$ cat config.mk
export PLATFORM = sky130hd
export DESIGN_NAME = imm_ext_pipe
export DESIGN_NICKNAME = d
export VERILOG_FILES = /design/src/rtl/imm_ext_pipe.sv
export SDC_FILE = /design/constraint.sdc
export NUM_CORES = 1
export LEC_CHECK = 0
export CAP_MARGIN = 20
export CELL_PAD_IN_SITES_DETAIL_PLACEMENT = 2
export CELL_PAD_IN_SITES_GLOBAL_PLACEMENT = 2
export CORE_MARGIN = 1.5
export CORE_UTILIZATION = 34
export CTS_CLUSTER_SIZE = 16
export DETAILED_ROUTE_END_ITERATION = 16
export HOLD_SLACK_MARGIN = 0.1
export PLACE_DENSITY = 0.86
export SYNTH_ARGS = -nofsm -noshare
export SYNTH_HDL_FRONTEND = slang
export SYNTH_SLANG_ARGS = --single-unit
$ cat constraint.sdc
create_clock -name clk -period 4.8 [get_ports clk]
set_input_delay 1.2 -clock clk [delete_from_list [all_inputs] [get_ports clk]]
set_output_delay 1.2 -clock clk [all_outputs]
set_load 0.02 [all_outputs]
$ cat src/rtl/imm_ext_pipe.sv
// rtl/imm_ext_pipe.sv - two-stage valid/ready immediate sign/zero extender with optional negation.
// Optional IMM_EXT_NEG_SAT_EN: saturate negation overflow and flag out-of-range zext results.
module imm_ext_pipe #(
  parameter int IN_W  = 12,
  parameter int OUT_W = 32,
  parameter int CNT_W = 16
) (
  input  logic             clk,
  input  logic             rst_n,
  input  logic             in_valid,
  output logic             in_ready,
  input  logic [IN_W-1:0]  in_imm,
  input  logic [1:0]       in_mode,
  output logic             out_valid,
  input  logic             out_ready,
  output logic [OUT_W-1:0] out_data,
  output logic             out_ovf,
  output logic [CNT_W-1:0] out_cnt
);

  localparam logic [OUT_W-1:0] MIN_NEG = {1'b1, {(OUT_W-1){1'b0}}};
  localparam logic [OUT_W-1:0] MAX_POS = ~MIN_NEG;

  logic             s1_valid;
  logic             s1_neg;
  logic [OUT_W-1:0] s1_ext;
  logic             s1_ld;
  logic             s2_ld;
  logic [OUT_W-1:0] ext_d;
  logic [OUT_W-1:0] neg_val;
  logic [OUT_W-1:0] res_d;

  assign s2_ld    = !out_valid | out_ready;
  assign s1_ld    = !s1_valid | s2_ld;
  assign in_ready = s1_ld;

  always_comb begin
    ext_d = in_mode[0] ? OUT_W'(in_imm) : OUT_W'($signed(in_imm));
  end

  assign neg_val = ~s1_ext + OUT_W'(1);

  always_ff @(posedge clk or negedge rst_n) begin
    if (!rst_n) begin
      s1_valid <= 1'b0;
      s1_neg   <= 1'b0;
      s1_ext   <= '0;
    end else if (s1_ld) begin
      s1_valid <= in_valid;
      if (in_valid) begin
        s1_ext <= ext_d;
        s1_neg <= in_mode[1];
      end
    end
  end

`ifdef IMM_EXT_NEG_SAT_EN
  logic s1_zext;
  logic ovf_d;

  always_ff @(posedge clk or negedge rst_n) begin
    if (!rst_n) begin
      s1_zext <= 1'b0;
    end else if (s1_ld && in_valid) begin
      s1_zext <= in_mode[0];
    end
  end

  // Only ext == 100..0 can overflow on negation; a full-width zext with MSB set is out of signed range.
  always_comb begin
    res_d = s1_neg ? neg_val : s1_ext;
    ovf_d = 1'b0;
    if (s1_neg && (s1_ext == MIN_NEG)) begin
      res_d = MAX_POS;
      ovf_d = 1'b1;
    end
    if ((IN_W == OUT_W) && s1_zext && s1_ext[OUT_W-1]) begin
      ovf_d = 1'b1;
    end
  end

  always_ff @(posedge clk or negedge rst_n) begin
    if (!rst_n) begin
      out_ovf <= 1'b0;
    end else if (s2_ld && s1_valid) begin
      out_ovf <= ovf_d;
    end
  end
`else
  always_comb begin
    res_d = s1_neg ? neg_val : s1_ext;
  end

  assign out_ovf = 1'b0;
`endif

  always_ff @(posedge clk or negedge rst_n) begin
    if (!rst_n) begin
      out_valid <= 1'b0;
      out_data  <= '0;
    end else if (s2_ld) begin
      out_valid <= s1_valid;
      if (s1_valid) begin
        out_data <= res_d;
      end
    end
  end

  always_ff @(posedge clk or negedge rst_n) begin
    if (!rst_n) begin
      out_cnt <= '0;
    end else if (out_valid && out_ready) begin
      out_cnt <= out_cnt + CNT_W'(1);
    end
  end

endmodule

==> flow_summary_export.csv <==
group,metric,value,unit
final_layout,area_growth,34.42,%
die,die_x,94.44,µm
final_layout,stdcell_count,428,
clock_network,cts_tree,"done",
die,core_area,8175,µm²
worst_setup_path,startpoint_type,"primary input",
clock_network,cts_hold_buf,0,
clock_network,cts.clk_slew.worst_paths,70,ps
worst_setup_path,end_kind,"primary output",
status,status,"completed",
synth,yosysUniqueCellTypes,40,
final_layout,multiInputGateArea,1186,µm²
route,first_pass_iters,4,
route,wl,7105,µm
clock_network,clk_latency,340,ps
final_layout,final-seq-area,1577,µm²
placed_design,post-dp-hpwl,5077,µm
timing,period_share,0.7852,
route,ant_nets,0,
final_layout,layout-drive-gt1-share,0.1115,
synth,syn_inst,249,
route,wl_per_cell,16.60,µm
synth,syn_nets,273,
global_routing,antenna_found_initial,0,
worst_setup_path,crit_family,"buffers and inverters",
timing,maxSlewViolCount,0,
global_routing,grt-ovfl-total,0,
timing,rsz0062_at_grt,"no",
worst_setup_path,critPathMaxStageDelay,630,ps
global_routing,grt_pass1_vias,2317,
die,die-area,8919,µm²
final_layout,fill_cells,848,
route,drt-vias-per-instance,4.904,
worst_setup_path,cp.required,3600,ps
placed_design,port_buffers,67,
clock_network,cts_resized,0,
clock_network,cts-htree-levels,3,
clock_network,clock-sinks,63,
worst_setup_path,reg2reg_slack,2520,ps
route,drtIter0Drc,55,
synth,syn_avg_cell_area,11.42,µm²
worst_setup_path,worstPathArrival,2570,ps
clock_network,cts_buffers,9,
synth,ys_warn_count,0,
worst_setup_path,path_cells,"clkdlybuf4s50_1 > nand3b_1 > clkdlybuf4s50_1",
power,cellLeakagePower,1.631,nW
route,via_count,2099,
power,power.total,0.001864,W
power,peakVddDrop,177.6,µV
timing,finalCriticalPeriod,3769,ps
placed_design,dp_cells,412,
worst_setup_path,crit_top_cell,"clkdlybuf4s50_1",
placed_design,place_congestion,0.7745,
run,max_cap_violations,0,
worst_setup_path,critPathSlowestCell,"clkdlybuf4s50_1",
final_layout,insertedDiodeCount,0,
global_routing,grt_max_degree,44,
timing,max_slew_margin,0.4754,
die,ios,69,
clock_network,root_buffer,"clkbuf_8",
clock_network,post-cts-setup-buffers,0,
timing,worst_pin_slew,786.9,ps
hold_path,hold_class,"flop to flop",
synth,syn_area,2843,µm²
die,initial_core_util,0.3477,
synth,synth_seq_cells,63,
worst_setup_path,criticalPathCategory,"primary input to primary output",
clock_network,clockBufferDepth,2,
die,die_h,94.44,µm
power,p_per_area,487.7,nW/µm²
route,drc,0,
global_routing,grt_pass1_wl,11890,µm
timing,skew,8.051,ps
die,rows,33,
worst_setup_path,crit_buf_inv,2,
worst_setup_path,cp_max_fo,6,
timing,setup-tns-final,0,ps
timing,setup_violations,0,
synth,synth_seq_area_share,0.5546,
global_routing,grt_usage,0.1764,
timing,max_freq,265.3,MHz
final_layout,final_nets,342,
timing,hold_viol,0,
[through the flow]
stage               instance area (µm²)  worst slack, ps  utilization  hold slack, ps
detailed placement                 3597             1034       0.4400           473.0
CTS                                3821             1027       0.4674           482.7
global placement                   3597             1086       0.4400           459.4
finish                             3821             1031       0.4674           478.3
floorplan                          2843             2117            -           471.1
global route                       3821            997.5       0.4674           492.4
[kinds of logic (layout without fill, tap and decap cells)]
group	after synthesis	after routing	share of synthesized area
adder cells (fa/ha/maj)	6	6	0.02641
flip-flops	63	63	0.5546
AND/OR/NAND/NOR	73	73	0.1334
multiplexers	15	15	0.05898
AO/OA/AOI/OAI	49	49	0.1202
XOR/XNOR	25	25	0.07702
other	1	1	0.001319
buffers and inverters	17	91	0.02816
[layout by cell type, fill, tap and decap left out, types with 3 or more instances in the layout]
| cell | Yosys | layout |
|---|---|---|
| inv_1 | 6 | 6 |
| nand2_1 | 28 | 28 |
| ha_1 | 6 | 6 |
| o21a_1 | 5 | 5 |
| dfrtp_1 | 63 | 63 |
| nand3_1 | 7 | 7 |
| or4_1 | 3 | 3 |
| clkdlybuf4s50_1 | 0 | 66 |
| nand4_1 | 4 | 4 |
| mux2_2 | 14 | 14 |
| a21o_1 | 8 | 8 |
| o31ai_1 | 4 | 4 |
| clkbuf_8 | 0 | 11 |
| nand2b_1 | 9 | 9 |
| xor2_1 | 9 | 9 |
| xnor2_1 | 16 | 16 |
| a21oi_1 | 4 | 4 |
| o21ai_0 | 18 | 18 |
| nor2_1 | 9 | 9 |
[routing by layer]
| layer | wire length (µm) | GRT usage |
|---|---|---|
| met5 | 0 | 0 |
| met4 | 121 | 0.05721 |
| met3 | 298 | 0.04750 |
| met2 | 3442 | 0.2872 |
| met1 | 3242 | 0.2276 |
[final timing paths]
check,endpoint,from,cells past startpoint
max in group asynchronous,out_data[16],rst_n,2
min reg2reg,out_cnt[15],out_cnt[15],1
max reg2reg,out_data[12],s1_ext[4],6
min,out_cnt[15],out_cnt[15],1
max,in_ready,out_ready,3
min in group asynchronous,out_cnt[11],rst_n,1
[final cells by class]
class                           instances  area share
Inverter                                6    0.005894
Tap cell                              105     0.03438
Timing Repair Buffer                   69      0.1781
Clock inverter                          3     0.01703
Multi-Input combinational cell        169      0.3104
Clock buffer                           13     0.04158
Sequential cell                        63      0.4126
[cells in the mapped netlist, drive strengths merged]
library cell   n  area, µm²
o41ai          1      27.53
conb           1      3.750
nand4          4      25.02
nand2b         9      56.30
nor3           2      10.01
clkbuf         6      22.52
mux2i          1      10.01
nor2           9      33.78
and4           2      17.52
a211oi         2      15.01
or3            2      13.77
xor2           9      78.83
dfrtp         63       1577
ha             6      75.07
and2           2      12.51
o41a           1      11.26
a31oi          2      12.51
a21oi          4      20.02
o211ai         1      12.51
o21ai         20      100.1
xnor2         16      140.1
o21a           5      37.54
nor4           1      21.27
or4            3      22.52
nand3b         1      7.510
buf            5      35.02
and3           2      12.51
nor2b          1      6.260
o31ai          4      30.03
nand3          7      35.03
a311oi         1      15.01
mux2          14      157.7
a21o           8      60.06
inv            6      22.52
nand2         28      105.1
[flip-flops by register name (all words and copies together), names as in the netlist]
name	flops
out_cnt	16
out_data	31
out_valid	1
s1_ext	13
s1_neg	1
s1_valid	1
[where the power goes]
| group | internal, W | switching, W | leakage [nW] | total [W] |
|---|---|---|---|---|
| Clock | 0.000321 | 0.000202 | 0.114 | 0.000523 |
| Combinational | 0.000287 | 0.000296 | 0.745 | 0.000582 |
| Sequential | 0.000645 | 0.000114 | 0.772 | 0.000759 |
| Total | 0.00125 | 0.000612 | 1.63 | 0.00186 |
(Power assumes the default switching activity.)
